===== src/rtl/subservient_loader_pkg.sv =====
// Shared types and constants for the subservient UART boot loader.
// The S_CSUM state exists only when LOADER_CHECKSUM_EN is defined.
package subservient_loader_pkg;

  localparam int         CSUM_W = 8;
  localparam logic [3:0] WB_SEL = 4'b1111;

  typedef enum logic [2:0] {
    S_LEN   = 3'd0,
    S_DATA  = 3'd1,
`ifdef LOADER_CHECKSUM_EN
    S_CSUM  = 3'd2,
`endif
    S_DRAIN = 3'd3,
    S_DONE  = 3'd4,
    S_ERR   = 3'd5
  } state_e;

  // Little-endian byte insertion into a 32-bit word at the given lane.
  function automatic logic [31:0] place_byte(input logic [31:0] word,
                                             input logic [7:0]  b,
                                             input logic [1:0]  lane);
    logic [31:0] res;
    res = word;
    case (lane)
      2'd0:    res[7:0]   = b;
      2'd1:    res[15:8]  = b;
      2'd2:    res[23:16] = b;
      2'd3:    res[31:24] = b;
      default: res        = word;
    endcase
    return res;
  endfunction

endpackage


===== src/rtl/subservient_uart_rx.sv =====
// 8N1 UART receiver: 2-flop synchronizer, mid-bit sampling, glitch-rejecting
// start detection, one-cycle valid / frame_err pulses.
module subservient_uart_rx #(
  parameter int CLKS_PER_BIT = 87
) (
  input  logic       i_clk,
  input  logic       i_rst_n,
  input  logic       i_rx,
  output logic [7:0] o_byte,
  output logic       o_valid,
  output logic       o_frame_err
);

  localparam int               TMR_W   = $clog2(CLKS_PER_BIT);
  localparam logic [TMR_W-1:0] HALF_M1 = TMR_W'(CLKS_PER_BIT / 2 - 1);
  localparam logic [TMR_W-1:0] FULL_M1 = TMR_W'(CLKS_PER_BIT - 1);

  typedef enum logic [1:0] {
    RX_IDLE  = 2'd0,
    RX_START = 2'd1,
    RX_DATA  = 2'd2,
    RX_STOP  = 2'd3
  } rx_state_e;

  rx_state_e        state_q, state_d;
  logic             rx_meta_q, rx_sync_q, rx_prev_q;
  logic [TMR_W-1:0] tmr_q, tmr_d;
  logic [2:0]       bit_q, bit_d;
  logic [7:0]       shift_q, shift_d;
  logic             valid_q, valid_d;
  logic             ferr_q, ferr_d;

  // Receiver next-state: bit timer, shift register and result pulses
  always_comb begin
    state_d = state_q;
    tmr_d   = tmr_q;
    bit_d   = bit_q;
    shift_d = shift_q;
    valid_d = 1'b0;
    ferr_d  = 1'b0;
    case (state_q)
      RX_IDLE: begin
        tmr_d = '0;
        if (rx_prev_q && !rx_sync_q) begin
          state_d = RX_START;
        end else begin
          state_d = RX_IDLE;
        end
      end
      RX_START: begin
        // A line that is high again at mid start bit was only a glitch
        if (tmr_q == HALF_M1) begin
          tmr_d = '0;
          bit_d = 3'd0;
          if (rx_sync_q) begin
            state_d = RX_IDLE;
          end else begin
            state_d = RX_DATA;
          end
        end else begin
          tmr_d = tmr_q + TMR_W'(1);
        end
      end
      RX_DATA: begin
        if (tmr_q == FULL_M1) begin
          tmr_d   = '0;
          shift_d = {rx_sync_q, shift_q[7:1]};
          if (bit_q == 3'd7) begin
            state_d = RX_STOP;
          end else begin
            bit_d = bit_q + 3'd1;
          end
        end else begin
          tmr_d = tmr_q + TMR_W'(1);
        end
      end
      RX_STOP: begin
        if (tmr_q == FULL_M1) begin
          tmr_d   = '0;
          state_d = RX_IDLE;
          if (rx_sync_q) begin
            valid_d = 1'b1;
          end else begin
            ferr_d = 1'b1;
          end
        end else begin
          tmr_d = tmr_q + TMR_W'(1);
        end
      end
      default: begin
        state_d = RX_IDLE;
        tmr_d   = '0;
      end
    endcase
  end

  // Receiver state registers; the synchronizer resets to the idle-high level
  always_ff @(posedge i_clk or negedge i_rst_n) begin
    if (!i_rst_n) begin
      rx_meta_q <= 1'b1;
      rx_sync_q <= 1'b1;
      rx_prev_q <= 1'b1;
      state_q   <= RX_IDLE;
      tmr_q     <= '0;
      bit_q     <= 3'd0;
      shift_q   <= 8'h00;
      valid_q   <= 1'b0;
      ferr_q    <= 1'b0;
    end else begin
      rx_meta_q <= i_rx;
      rx_sync_q <= rx_meta_q;
      rx_prev_q <= rx_sync_q;
      state_q   <= state_d;
      tmr_q     <= tmr_d;
      bit_q     <= bit_d;
      shift_q   <= shift_d;
      valid_q   <= valid_d;
      ferr_q    <= ferr_d;
    end
  end

  assign o_byte      = shift_q;
  assign o_valid     = valid_q;
  assign o_frame_err = ferr_q;

endmodule


===== src/rtl/subservient_uart_loader.sv =====
// UART boot loader feeding the subservient Wishbone debug port.
// Optional trailing checksum byte is enabled with LOADER_CHECKSUM_EN.
module subservient_uart_loader
  import subservient_loader_pkg::*;
#(
  parameter int          CLKS_PER_BIT = 87,
  parameter int          MEMSIZE      = 8192,
  parameter logic [31:0] BASE_ADR     = 32'h0
) (
  input  logic        i_clk,
  input  logic        i_rst_n,
  input  logic        i_rx,
  output logic        o_debug_mode,
  output logic [31:0] o_wb_dbg_adr,
  output logic [31:0] o_wb_dbg_dat,
  output logic [3:0]  o_wb_dbg_sel,
  output logic        o_wb_dbg_we,
  output logic        o_wb_dbg_stb,
  input  logic        i_wb_dbg_ack,
  output logic        o_done,
  output logic        o_error
);

  localparam int          CNT_W     = $clog2(MEMSIZE) + 1;
  localparam logic [31:0] MEMSIZE_W = 32'(MEMSIZE);

  logic [CSUM_W-1:0] rx_byte;
  logic              rx_valid;
  logic              rx_ferr;

  state_e             state_q, state_d;
  logic [31:0]        len_q, len_d;
  logic [1:0]         len_idx_q, len_idx_d;
  logic [CNT_W-1:0]   cnt_q, cnt_d;
  logic [31:0]        word_q, word_d;
  logic [31:0]        adr_q, adr_d;
  logic [31:0]        dat_q, dat_d;
  logic               stb_q, stb_d;
  logic               done_q, done_d;
  logic               error_q, error_d;
  logic               debug_q, debug_d;
`ifdef LOADER_CHECKSUM_EN
  logic [CSUM_W-1:0]  csum_q, csum_d;
`endif

  logic               ack_hs;
  logic               last_byte;
  logic [31:0]        word_full;
  logic [31:0]        len_nxt;
  logic [31:0]        word_adr;

  subservient_uart_rx #(
    .CLKS_PER_BIT (CLKS_PER_BIT)
  ) u_rx (
    .i_clk       (i_clk),
    .i_rst_n     (i_rst_n),
    .i_rx        (i_rx),
    .o_byte      (rx_byte),
    .o_valid     (rx_valid),
    .o_frame_err (rx_ferr)
  );

  assign ack_hs    = stb_q & i_wb_dbg_ack;
  assign last_byte = ((cnt_q + CNT_W'(1)) == len_q[CNT_W-1:0]);
  assign word_full = place_byte(word_q, rx_byte, cnt_q[1:0]);
  assign len_nxt   = place_byte(len_q, rx_byte, len_idx_q);
  assign word_adr  = BASE_ADR + {{(32-CNT_W){1'b0}}, cnt_q[CNT_W-1:2], 2'b00};

  // Loader FSM, byte packing and write-buffer control
  always_comb begin
    state_d   = state_q;
    len_d     = len_q;
    len_idx_d = len_idx_q;
    cnt_d     = cnt_q;
    word_d    = word_q;
    adr_d     = adr_q;
    dat_d     = dat_q;
`ifdef LOADER_CHECKSUM_EN
    csum_d    = csum_q;
`endif
    if (ack_hs) begin
      stb_d = 1'b0;
    end else begin
      stb_d = stb_q;
    end

    case (state_q)
      S_LEN: begin
        if (rx_ferr) begin
          state_d = S_ERR;
        end else if (rx_valid) begin
          len_d     = len_nxt;
          len_idx_d = len_idx_q + 2'd1;
          if (len_idx_q != 2'd3) begin
            state_d = S_LEN;
          end else if (len_nxt > MEMSIZE_W) begin
            state_d = S_ERR;
          end else if (len_nxt == 32'd0) begin
            state_d = S_DONE;
          end else begin
            state_d = S_DATA;
          end
        end else begin
          state_d = S_LEN;
        end
      end
      S_DATA: begin
        if (rx_ferr) begin
          state_d = S_ERR;
        end else if (rx_valid) begin
          cnt_d = cnt_q + CNT_W'(1);
`ifdef LOADER_CHECKSUM_EN
          csum_d = csum_q + rx_byte;
`endif
          if ((cnt_q[1:0] == 2'b11) || last_byte) begin
            word_d = 32'h0;
            // Buffer is free if empty or being acknowledged on this very edge
            if (stb_q && !ack_hs) begin
              state_d = S_ERR;
            end else begin
              stb_d = 1'b1;
              adr_d = word_adr;
              dat_d = word_full;
              if (last_byte) begin
`ifdef LOADER_CHECKSUM_EN
                state_d = S_CSUM;
`else
                state_d = S_DRAIN;
`endif
              end else begin
                state_d = S_DATA;
              end
            end
          end else begin
            word_d  = word_full;
            state_d = S_DATA;
          end
        end else begin
          state_d = S_DATA;
        end
      end
`ifdef LOADER_CHECKSUM_EN
      S_CSUM: begin
        if (rx_ferr) begin
          state_d = S_ERR;
        end else if (rx_valid) begin
          if (rx_byte != csum_q) begin
            state_d = S_ERR;
          end else if (!stb_q || ack_hs) begin
            state_d = S_DONE;
          end else begin
            state_d = S_DRAIN;
          end
        end else begin
          state_d = S_CSUM;
        end
      end
`endif
      S_DRAIN: begin
        if (rx_ferr) begin
          state_d = S_ERR;
        end else if (!stb_q || ack_hs) begin
          state_d = S_DONE;
        end else begin
          state_d = S_DRAIN;
        end
      end
      S_DONE: begin
        state_d = S_DONE;
      end
      S_ERR: begin
        state_d = S_ERR;
      end
      default: begin
        state_d = S_ERR;
      end
    endcase

    done_d  = (state_d == S_DONE);
    error_d = (state_d == S_ERR);
    debug_d = (state_d != S_DONE);
  end

  // Loader state, write buffer and registered status outputs
  always_ff @(posedge i_clk or negedge i_rst_n) begin
    if (!i_rst_n) begin
      state_q   <= S_LEN;
      len_q     <= 32'h0;
      len_idx_q <= 2'd0;
      cnt_q     <= '0;
      word_q    <= 32'h0;
      adr_q     <= BASE_ADR;
      dat_q     <= 32'h0;
      stb_q     <= 1'b0;
      done_q    <= 1'b0;
      error_q   <= 1'b0;
      debug_q   <= 1'b1;
`ifdef LOADER_CHECKSUM_EN
      csum_q    <= 8'h00;
`endif
    end else begin
      state_q   <= state_d;
      len_q     <= len_d;
      len_idx_q <= len_idx_d;
      cnt_q     <= cnt_d;
      word_q    <= word_d;
      adr_q     <= adr_d;
      dat_q     <= dat_d;
      stb_q     <= stb_d;
      done_q    <= done_d;
      error_q   <= error_d;
      debug_q   <= debug_d;
`ifdef LOADER_CHECKSUM_EN
      csum_q    <= csum_d;
`endif
    end
  end

  assign o_debug_mode = debug_q;
  assign o_wb_dbg_adr = adr_q;
  assign o_wb_dbg_dat = dat_q;
  assign o_wb_dbg_sel = WB_SEL;
  assign o_wb_dbg_we  = 1'b1;
  assign o_wb_dbg_stb = stb_q;
  assign o_done       = done_q;
  assign o_error      = error_q;

endmodule

===== config.mk =====
export PLATFORM = sky130hd
export DESIGN_NAME = subservient_uart_loader
export DESIGN_NICKNAME = d
export VERILOG_FILES = /design/src/rtl/subservient_loader_pkg.sv /design/src/rtl/subservient_uart_rx.sv /design/src/rtl/subservient_uart_loader.sv
export SDC_FILE = /design/constraint.sdc
export NUM_CORES = 1
export LEC_CHECK = 0
export ABC_AREA = 1
export BUFFER_PORTS_ARGS = -buffer_cell sky130_fd_sc_hd__buf_2
export CORE_MARGIN = 1
export CORE_UTILIZATION = 40
export CTS_BUF_LIST = sky130_fd_sc_hd__clkbuf_16
export DETAILED_ROUTE_END_ITERATION = 12
export GPL_ROUTABILITY_DRIVEN = 1
export HOLD_SLACK_MARGIN = 0.06
export MAX_ROUTING_LAYER = met4
export PLACE_DENSITY = 0.69
export SYNTH_ARGS = -nofsm -noshare
export SYNTH_HDL_FRONTEND = slang
export SYNTH_HIERARCHICAL = 1
export SYNTH_SLANG_ARGS = --single-unit

===== constraint.sdc =====
create_clock -name i_clk -period 2.1 [get_ports i_clk]
set_clock_uncertainty 0.1 [all_clocks]
set_input_delay 0.315 -clock i_clk [delete_from_list [all_inputs] [get_ports i_clk]]
set_output_delay 0.315 -clock i_clk [all_outputs]
set_load 0.02 [all_outputs]

; Yosys cells after proc, flatten, opt, wreduce, memory -nomap -nowiden
; Index checks and enable logic that the tools add are counted.
[word_totals]
ff_bits = 156
inputBits = 4
out_inout_bits = 73
elab_cells = 121
[classes]
addsub = 4
magnitude_cmp = 1
n_eq_ne = 25
n_mux = 48
bitwise_logic = 3
n_reduce_logical = 20
[ops]
columns = cell, count
row1 = $mux W8, 8
row2 = $mux W3, 14
row3 = $gt A32 B14 Y1 const B, 1
row4 = $logic_not A32 Y1, 1
row5 = $mux W32, 1
row6 = $pmux W7 S3, 1
row7 = $add A14 B1 Y14 const B, 1
row8 = $eq A14 B14 Y1, 1
row9 = $mux W7, 2
row10 = $mux W1, 13
row11 = $eq A2 B2 Y1 const B, 6
row12 = $eq A3 B3 Y1 const B, 4
row13 = $mux W2, 6
row14 = $pmux W3 S4, 1
row15 = $ne A2 B1 Y1 const B, 4
row16 = $pmux W2 S4, 1
row17 = $reduce_and A4 Y1, 2
row18 = $add A7 B1 Y7 const B, 1
row19 = $eq A7 B6 Y1 const B, 1
row20 = $eq A7 B7 Y1 const B, 1
row21 = $eq A2 B1 Y1 const B, 3
row22 = $logic_not A2 Y1, 3
row23 = $pmux W3 S2, 1
row24 = $reduce_and A3 Y1, 2
row25 = other kinds (16), 22

; Logic depth before layout (Yosys ltp)
; Gate-level depths: netlist of the first run.
[logic_depth]
word_depth = 10
ltp_mapped = 18
depth_no_buf = 17

; Modules after synthesis
; The synthesis of the first run kept the hierarchy.
[by_module_without_submodules]
columns = mod, instances, cells_each, area_per_inst_um2, seq_area_each_um2
row1 = subservient_uart_loader, 1, 856, 6658.9, 3279.4
row2 = subservient_uart_rx, 1, 124, 1114.8, 629.4

; Least setup slack after synthesis of the first run
; No wires, ideal clock.
[synth_timing]
kind = flip-flop to flip-flop
start = register cnt_q[0]
end = register adr_q[13], in the netlist o_wb_dbg_adr[13]
setup_ns = 0.130
t_arrival_ns = 2.060
t_required_ns = 1.870
slack_ns = -0.191
stages_incl_launch_ff = 19
path_buffers = 3
synth_period_minus_slack_ns = 2.291
cell_sequence = dfrtp_1 -> ha_1 -> buf_4 -> nand2_2 -> inv_1 -> nand2_1 -> nand2_1 -> nand3_1 -> nand2_1 -> nor2_1 -> nand2_1 -> nor2_1 -> nand3_1 -> nand2_2 -> nand2_4 -> buf_6 -> buf_6 -> nand2_1 -> o21ai_1
[synth_via]
elab_chain_len = 4
word_cells_on_any_way = 5
classes_between = 1 x add/sub / 2 x eq/ne / 2 x reduce/logical
[synth_rtl]
columns = item, line_no
row1 = "start, declared", subservient_uart_loader.sv:34  ; logic [CNT_W-1:0] cnt_q, cnt_d;
row2 = "start signal, assigned", subservient_uart_loader.sv:205  ; cnt_q <= cnt_d;
row3 = $add A14 B1 Y14, subservient_uart_loader.sv:64  ; assign last_byte = ((cnt_q + CNT_W'(1)) == len_q[CNT_W-1:0]);
row4 = $eq A14 B14 Y1, subservient_uart_loader.sv:64
row5 = $logic_or A1 B1 Y1 (*), subservient_uart_loader.sv:115  ; if ((cnt_q[1:0] == 2'b11) || last_byte) begin
row6 = $reduce_and A5 Y1 (no source line) (*), -
row7 = "end signal, assigned", subservient_uart_loader.sv:207  ; adr_q <= adr_d;
row8 = "end, declared", subservient_uart_loader.sv:36  ; logic [31:0] adr_q, adr_d;
; Every way passes the cells marked *; elsewhere a longest branch is shown, timed or not.
; A chain may end at the register's enable or synchronous reset.

; Worst setup path in the final report of the first run
[layout_timing]
start = register cnt_q[1]
end = register adr_q[5], in the netlist o_wb_dbg_adr[5]
; The elaborated chain is that of the path after synthesis.

==> results of run 1 <==
-- sequential cells by signal (all words and copies together) (netlist names), 2 cells and up, named ones only --
register,count
cnt_q,14
len_idx_q,2
len_q,32
o_wb_dbg_adr,12
o_wb_dbg_dat,32
state_q,3
u_rx/bit_q,3
u_rx/o_byte,8
u_rx/tmr_q,7
word_q,32
-- what timing repair did --
action | CTS | global route
pin swaps | 2 | 6
hold buffers | 2 | 0
hold endpoints to repair | 100 | 0
cloned | 2 | 3
buffers inserted | 19 | 3
gates resized for setup | 78 | 61
setup endpoints to repair | 83 | 86
-- synth_stat cells, types with 3 or more instances --
library cell / count / area (um^2)
a21oi_1: 16 / 80.08
buf_2: 8 / 40.04
buf_4: 26 / 195.2
buf_6: 3 / 33.78
clkbuf_1: 23 / 86.33
dfrtp_1: 152 / 3804
dfstp_2: 4 / 105.1
ha_1: 12 / 150.1
inv_1: 71 / 266.5
nand2_1: 318 / 1194
nand2_2: 8 / 50.05
nand3_1: 45 / 225.2
nand3b_1: 4 / 30.03
nand4_1: 7 / 43.79
nor2_1: 71 / 266.5
nor2_2: 4 / 25.02
nor3_1: 9 / 45.04
o21ai_0: 100 / 500.5
o21ai_1: 40 / 200.2
o21ai_2: 5 / 43.79
o31ai_1: 32 / 240.2
-- report_power, final --
group	switching [mW]	internal [mW]
sequential	0.0502	3.05
combinational	0.271	0.0913
clock	1.38	1.68
total	1.70	4.82
-- per-layer routing --
layer  part of all wire  vias to the layer above  GRT usage  wire (um)
li1                   -                     3390          -          -
met3              0.047                       38    0.03712        918
met4              0.019                        0    0.07470        380
met5                  0                        -          -          0
met1               0.44                     3275     0.2580       8702
met2               0.49                      192     0.3319       9604
-- worst max path at each step --
stage | startpoint | to | depth (start not counted)
after floorplan | cnt_q[0] | o_wb_dbg_adr[13] | 17
after global placement | len_idx_q[0] | state_q[2] | 13
after detailed placement | len_idx_q[0] | o_done | 13
after CTS | cnt_q[0] | word_q[28] | 17
after global routing | cnt_q[1] | o_wb_dbg_dat[21] | 17
final | cnt_q[1] | o_wb_dbg_adr[5] | 17
-- final cells by class --
cell class	count	area, um^2	share of cell area
timing repair buffer	145	1176	0.1163
clock buffer	17	425.4	0.04206
tap	260	325.3	0.03217
multi-input combinational	708	3802	0.3760
sequential	156	3914	0.3870
inverter	77	314.1	0.03105
clock inverter	15	156.4	0.01546
-- cell usage in the layout (no fill, tap or decap), types with 13 or more instances in the layout --
master and n:
clkbuf_16 20, nand2_1 292, buf_4 72, nand3_1 32, o21ai_2 13, nand3_2 15
nor2_1 62, dfrtp_1 148, o21ai_0 97, nand2_2 26, inv_1 69, a21oi_1 13
buf_2 50, o21ai_1 35, conb_1 25, o31ai_1 15
-- logic make-up (layout without fill, tap and decap cells) --
| kind of cell | Yosys count | after routing | share of synthesized area |
|---|---|---|---|
| fa+ha+maj | 12 | 12 | 0.01931 |
| simple gates | 473 | 473 | 0.2498 |
| other cells | 2 | 25 | 0.0009661 |
| flops | 156 | 156 | 0.5028 |
| buf+inv | 139 | 254 | 0.08466 |
| xor+xnor | 4 | 4 | 0.004508 |
| compound gates | 194 | 194 | 0.1379 |
-- critical path, cell delays in order, from the launching register on --
cell	delay, ns
dfrtp_2	0.45
buf_6	0.14
nand2_4	0.05
nor2_4	0.04
buf_12	0.14
nand2_8	0.11
nand2_2	0.07
nand3_2	0.07
nand2_1	0.06
nor2_1	0.12
nand2_1	0.11
nor2_1	0.14
nand3_2	0.11
nand2_4	0.12
nand2_8	0.10
clkbuf_16	0.26
nand2_1	0.09
o21ai_2	0.05
==> impl_metrics.ini, run 1 <==
[status]
status = finished with violations
violations = negative setup slack

[timing]
finalSetupViolations = 82
whs_ns = 0.07237
slew_viol_final = 0
slew_headroom = 0.3730
rsz0062_at_grt = yes
worst_pin_slew_ns = 0.9405
hold_viol = 0
fmax_mhz = 411.9
fin_ws_ns = -0.3278
min_period_over_period = 1.156
min_period_ns = 2.428
setup_tns_ns = -22.44

[final_layout]
drive_gt1_frac = 0.2657
final_util = 0.5353
stdcell_area_um2 = 10110
final_cells = 1378
layout-area-overhead-vs-synth_pct = 30.10
fin_nets = 1121
fillCellCount = 1710
num_antenna_cells = 0

[worst_setup_path]
worstRegToRegCells = 17
worst_setup_path_end_kind = flop
worstPathMaxFanout = 29
worst-setup-path-type = flop to flop
worstPathArrival_ns = 2.66
r2r-start = cnt_q[1]
r2r-end = o_wb_dbg_adr[5]
start_kind = flop
rrSetupSlack_ns = -0.33
worstPathRequired_ns = 2.33

[cts]
clock-sinks = 156
cts_made_buffers = 17
clock_latency_ns = 0.44
tritoncts = built
cts_buffer_depth = 2
root_buffer = clkbuf_16
htree_levels = 4
clk_pin_slew_worst_paths_ns = 0.07

[pwr]
design_power_total_mw = 6.518
cellPowerDensity_nw_per_um2 = 644.5
leakage_nw = 4.820
ir_drop_uv = 618.8

[run]
drv_cap = 0

[grt]
grt_start_max_net_pins = 78
antenna_found_initial = 0
grtUsageTotal = 0.2052
grt_pass1_wl_um = 31550
overflow = 0
grt_pass1_vias = 6505

[synthesis]
avgSynthCellArea_um2 = 7.932
synth_warnings = 6
yosysSeqAreaShare = 0.5028
ys_seq_elements = 156
synth_area_um2 = 7774
synth_enable_flop_cells = 0
synth_cell_types = 35
syn_inst = 980
synth_top_flop_cell = dfrtp_1
ys_async_sr_fraction = 1.000

[drt]
routedWlPerCell_um = 14.23
drtIter0Drc = 480
vias_per_cell = 5.004
drc_errors = 0
wl_um = 19610
ant_nets = 0
first_pass_iters = 5
vias = 6895

[die]
die-height_um = 141.4
coreArea_um2 = 18890
die-area_um2 = 20000
io_pins = 77
die_w_um = 141.4
std_cell_rows = 50
initial_core_util = 0.4115

[placed_design]
dp_cells = 1324
place_area_um2 = 8705
io_buffers = 51
dp_slack_ns = -0.3383
dpl.hpwl_um = 12220
gp_congestion = 0.9027

[min_path]
hold_depth = 4
min_from = i_wb_dbg_ack
hold_path.class = input port to flop
min_to = o_wb_dbg_stb
No activity file was read; power rests on OpenSTA's default activity.
==> run 2, diff against run 1 <==
--- a/config.mk
+++ b/config.mk
@@ -9,10 +9,10 @@
 export BUFFER_PORTS_ARGS = -buffer_cell sky130_fd_sc_hd__buf_2
 export CORE_MARGIN = 1
 export CORE_UTILIZATION = 40
-export CTS_BUF_LIST = sky130_fd_sc_hd__clkbuf_16
+export CTS_BUF_LIST = sky130_fd_sc_hd__clkbuf_4 sky130_fd_sc_hd__clkbuf_8
 export DETAILED_ROUTE_END_ITERATION = 12
 export GPL_ROUTABILITY_DRIVEN = 1
-export HOLD_SLACK_MARGIN = 0.06
+export HOLD_SLACK_MARGIN = 0.1
 export MAX_ROUTING_LAYER = met4
 export PLACE_DENSITY = 0.69
 export SYNTH_ARGS = -nofsm -noshare
==> impl_metrics.ini, run 2 (same netlist as run 1, synthesis figures left out) <==
[timing]
slew_headroom = 0.4779
min_period_over_period = 1.150
finalSetupViolations = 82
fmax_mhz = 414.1
slew_viol_final = 0
rsz0062_at_grt = yes
setup_tns_ns = -21.43
whs_ns = 0.1805
worst_pin_slew_ns = 0.7832
fin_ws_ns = -0.3151
hold_viol = 0
min_period_ns = 2.415

[worst_setup_path]
worstPathMaxFanout = 29
slowest_delay_ns = 0.43
r2r-start = cnt_q[0]
path_cells = inv_2 > buf_6 > nor2_4 > buf_12 > nand2_8 > nor2_4 > nand2_2 > nand3_2 > nand3_2 > nor2_4 > nand3_2 > nand2_4 > nand2_8 > clkbuf_16 > nand2_1 > o21ai_2
startpoint = cnt_q[0]
crit_slowest_cell = dfrtp_2
worst_setup_path_end_kind = flop
start_kind = flop
worst-setup-path-type = flop to flop
worstPathRequired_ns = 2.37
worstPathArrival_ns = 2.69

[placed_design]
io_buffers = 51
place_area_um2 = 8705
gp_congestion = 0.9027
dp_slack_ns = -0.3383
dpl.hpwl_um = 12220

[final_layout]
num_antenna_cells = 0
layout-area-overhead-vs-synth_pct = 29.94
final_cell_mix = nand2_1, dfrtp_1, o21ai_0
stdcell_area_um2 = 10100
final_common_cell = nand2_1
drive_gt1_frac = 0.2716
fin_nets = 1126

[drt]
vias_per_cell = 4.973
routedWlPerCell_um = 14.19
drc_errors = 0
ant_nets = 0
drtIter0Drc = 548
wl_um = 19630
first_pass_iters = 7
vias = 6878

[die]
std_cell_rows = 50
die-height_um = 141.4
die_w_um = 141.4
die-area_um2 = 20000
io_pins = 77
initial_core_util = 0.4115
coreArea_um2 = 18890

[pwr]
cellPowerDensity_nw_per_um2 = 567.7
leakage_nw = 4.757
ir_drop_uv = 458.4

[status]
violations = negative setup slack
status = finished with violations

[grt]
overflow = 0
grt_start_max_net_pins = 78
antenna_found_initial = 0
grt_pass1_vias = 6430
grt_pass1_wl_um = 30950
grtUsageTotal = 0.2009

[cts]
clock_latency_ns = 0.47
clk_pin_slew_worst_paths_ns = 0.10
tritoncts = built
clock-sinks = 156
cts_made_buffers = 17
htree_levels = 4
cts_buffer_depth = 2
root_buffer = clkbuf_8

[min_path]
hold_path.class = input port to asynchronous set/reset pin

[run]
drv_cap = 0
[run 2: cell types whose count changed in the layout (fill, tap and decap cells not counted), sizes merged]
cell / change
dlygate4sd3: +1
inv: -1
clkbuf: +2
buf: +3
[run 2: what timing repair did]
action,4_1_cts,5_1_grt
buffers inserted,19,7
cloned,2,4
pin swaps,15,21
endpoints found under the setup margin,82,89
hold buffers,3,0
gates resized for setup,72,79
endpoints found under the hold margin,158,0
[run 2: critical path: cells and delay by family (launching register included)]
family / cells / cell delay (ns)
AND/OR/NAND/NOR: 11 / 1.16
buffers and inverters: 4 / 0.59
flip-flops: 1 / 0.43
AO/OA/AOI/OAI: 1 / 0.05
[run 2: layer usage]
metal / global-route usage / share of wire / vias up
met1: 0.2575 / 0.44 / 3251
met5: - / 0 / -
met4: 0.07074 / 0.027 / 0
met3: 0.03814 / 0.046 / 39
met2: 0.3189 / 0.48 / 187
li1: - / - / 3401
[run 2: area by class of cell]
class | count | area, um^2
Multi-Input combinational cell | 708 | 3879
Inverter | 77 | 306.5
Clock inverter | 14 | 152.6
Timing Repair Buffer | 150 | 1282
Clock buffer | 18 | 241.5
Sequential cell | 156 | 3914
Fill cell | 1701 | 8792
Tap cell | 260 | 325.3
[run 2: report_power, final]
part / internal (mW) / switching [mW] / total [mW]
sequential: 3.04 / 0.0505 / 3.09
clock: 1.00 / 1.28 / 2.28
combinational: 0.0924 / 0.269 / 0.361
[run 2: worst paths after layout]
check                                   to  slack, ns  depth (start not counted)
max                        o_wb_dbg_adr[5]      -0.32                         16
min                          u_rx/tmr_q[5]       0.18                          2
max reg2reg                o_wb_dbg_adr[5]      -0.32                         16
min reg2reg                 u_rx/rx_sync_q       0.26                          0
max in group asynchronous         cnt_q[2]       1.04                          3
min in group i_clk          u_rx/rx_sync_q       0.26                          0
[run 2: through the flow]
step | util | instances | power [mW]
floorplan | - | 1003 | 3.425
global placement | 0.4607 | 1324 | 3.511
detailed placement | 0.4607 | 1324 | 3.518
CTS | 0.5095 | 1377 | 5.805
global route | 0.5346 | 1383 | 5.979
finish | 0.5346 | 1383 | 5.734
==> run 3, diff against run 2 <==
--- a/config.mk
+++ b/config.mk
@@ -8,13 +8,13 @@
 export ABC_AREA = 1
 export BUFFER_PORTS_ARGS = -buffer_cell sky130_fd_sc_hd__buf_2
 export CORE_MARGIN = 1
-export CORE_UTILIZATION = 40
+export CORE_UTILIZATION = 45
 export CTS_BUF_LIST = sky130_fd_sc_hd__clkbuf_4 sky130_fd_sc_hd__clkbuf_8
 export DETAILED_ROUTE_END_ITERATION = 12
 export GPL_ROUTABILITY_DRIVEN = 1
 export HOLD_SLACK_MARGIN = 0.1
 export MAX_ROUTING_LAYER = met4
-export PLACE_DENSITY = 0.69
+export PLACE_DENSITY = 0.75
 export SYNTH_ARGS = -nofsm -noshare
 export SYNTH_HDL_FRONTEND = slang
 export SYNTH_HIERARCHICAL = 1
==> impl_metrics.ini, run 3 (same netlist as run 1, synthesis figures left out) <==
[worst_setup_path]
worst_setup_path_end_kind = flop
worstPathRequired_ns = 2.35
worstPathMaxFanout = 8
slowest_delay_ns = 0.43
path_cells = inv_4 > buf_6 > nor2_4 > nand2_4 > nor2_4 > nand2_1 > nand3_2 > nand3_2 > nor2_4 > nand3_2 > nand2_4 > nand2_8 > clkbuf_16 > nand2_1 > o21ai_1
crit_slowest_cell = dfrtp_2
worst-setup-path-type = flop to flop
worstPathArrival_ns = 2.71
start_kind = flop

[die]
initial_core_util = 0.4655
die_w_um = 133.4
std_cell_rows = 47
coreArea_um2 = 16700
die-height_um = 133.4
io_pins = 77
die-area_um2 = 17800

[drt]
wl_um = 20870
vias_per_cell = 5.254
drtIter0Drc = 572
vias = 7129
ant_nets = 0
drc_errors = 0
first_pass_iters = 7
routedWlPerCell_um = 15.38

[timing]
finalSetupViolations = 83
slew_viol_final = 0
slew_headroom = 0.4066
setup_tns_ns = -25.85
worst_pin_slew_ns = 0.8900
rsz0062_at_grt = yes
hold_viol = 0
min_period_ns = 2.457
fmax_mhz = 407.0
fin_ws_ns = -0.3569
min_period_over_period = 1.170

[placed_design]
gp_congestion = 0.8593
dpl.hpwl_um = 12400
io_buffers = 51

[pwr]
leakage_nw = 4.835
p_int_mw = 4.080
switchingPower_mw = 1.529
p_seq_frac = 0.551
ir_drop_uv = 631.9
pwr-share-comb = 0.065
swShare = 0.2726
p_clk_frac = 0.383
cellPowerDensity_nw_per_um2 = 557.9

[grt]
grt_pass1_wl_um = 30620
antenna_found_initial = 0
overflow = 0
grtUsageTotal = 0.2226
grt_start_max_net_pins = 78
grt_pass1_vias = 6354

[final_layout]
final_cell_mix = nand2_1, dfrtp_1, o21ai_0
layout-area-overhead-vs-synth_pct = 29.33
multiInputGateArea_um2 = 3814
final_common_cell = nand2_1
final_util = 0.6020
fin_nets = 1140
drive_gt1_frac = 0.2911
num_antenna_cells = 0
ff_latch_area_um2 = 3913
fillCellCount = 1345

[cts]
clock-sinks = 156
clk_pin_slew_worst_paths_ns = 0.09
tritoncts = built
cts_made_buffers = 17
cts_buffer_depth = 2
htree_levels = 4
root_buffer = clkbuf_8
clock_latency_ns = 0.47

[min_path]
hold_path.class = input port to asynchronous set/reset pin

[status]
violations = negative setup slack
status = finished with violations

[run]
drv_cap = 0
run 3: layout make-up:
class                      count  share of cell area
sequential                   156              0.3892
timing repair buffer         163              0.1370
multi-input combinational    709              0.3793
tap                          220             0.02738
inverter                      77             0.03049
clock inverter                10            0.008339
clock buffer                  22             0.02825
run 3: critical path, delay by kind of cell (launching register included):
kind	cells	cell delay, ns
AND/OR/NAND/NOR	11	1.31
buffers and inverters	3	0.43
AO/OA/AOI/OAI	1	0.05
flip-flops	1	0.43
run 3: what timing repair did:
action,CTS,global route
endpoints found under the setup margin,83,83
hold buffers,3,0
gates resized for setup,42,108
cloned,0,9
pin swaps,6,30
hold endpoints to repair,132,0
setup buffers,11,13
run 3: power by group through the flow:
stage,combinational (mW),clock [mW],sequential (mW)
after floorplan,0.282,0,3.14
after global placement,0.364,0,3.15
after detailed placement,0.368,0,3.15
after CTS,0.373,2.18,3.09
after global routing,0.430,2.30,3.10
final,0.367,2.15,3.09
run 3: routing by layer:
metal / track usage / share of wire / up-vias
li1: - / - / 3418
met1: 0.2888 / 0.43 / 3443
met2: 0.3472 / 0.50 / 225
met3: 0.04490 / 0.047 / 43
met4: 0.07702 / 0.020 / 0
met5: - / 0 / -
run 3: final timing paths:
| kind | start | end | slack (ns) | depth (start not counted) |
|---|---|---|---|---|
| max | cnt_q[0] | o_wb_dbg_dat[9] | -0.36 | 15 |
| min reg2reg | u_rx/rx_meta_q | u_rx/rx_sync_q | 0.26 | 0 |
| min | i_rst_n | word_q[21] | 0.24 | 2 |
| max reg2reg | cnt_q[0] | o_wb_dbg_dat[9] | -0.36 | 15 |
| max in group asynchronous | i_rst_n | word_q[5] | 0.97 | 3 |
| min in group i_clk | u_rx/rx_meta_q | u_rx/rx_sync_q | 0.26 | 0 |
run 3: per-stage QoR:
stage | total power [mW] | hold slack (ns) | setup WS [ns] | cell area [um^2] | std cells
6_report | 5.609 | 0.2428 | -0.3569 | 10050 | 1357
5_1_grt | 5.824 | 0.2579 | -0.4513 | 10050 | 1357
4_1_cts | 5.643 | 0.2452 | -0.2440 | 9375 | 1335
3_5_place_dp | 3.520 | 0.1820 | -0.3369 | 8717 | 1289
3_3_place_gp | 3.514 | 0.1854 | -0.2961 | 8717 | 1289
2_1_floorplan | 3.425 | -0.08059 | -0.1418 | 7885 | 1003
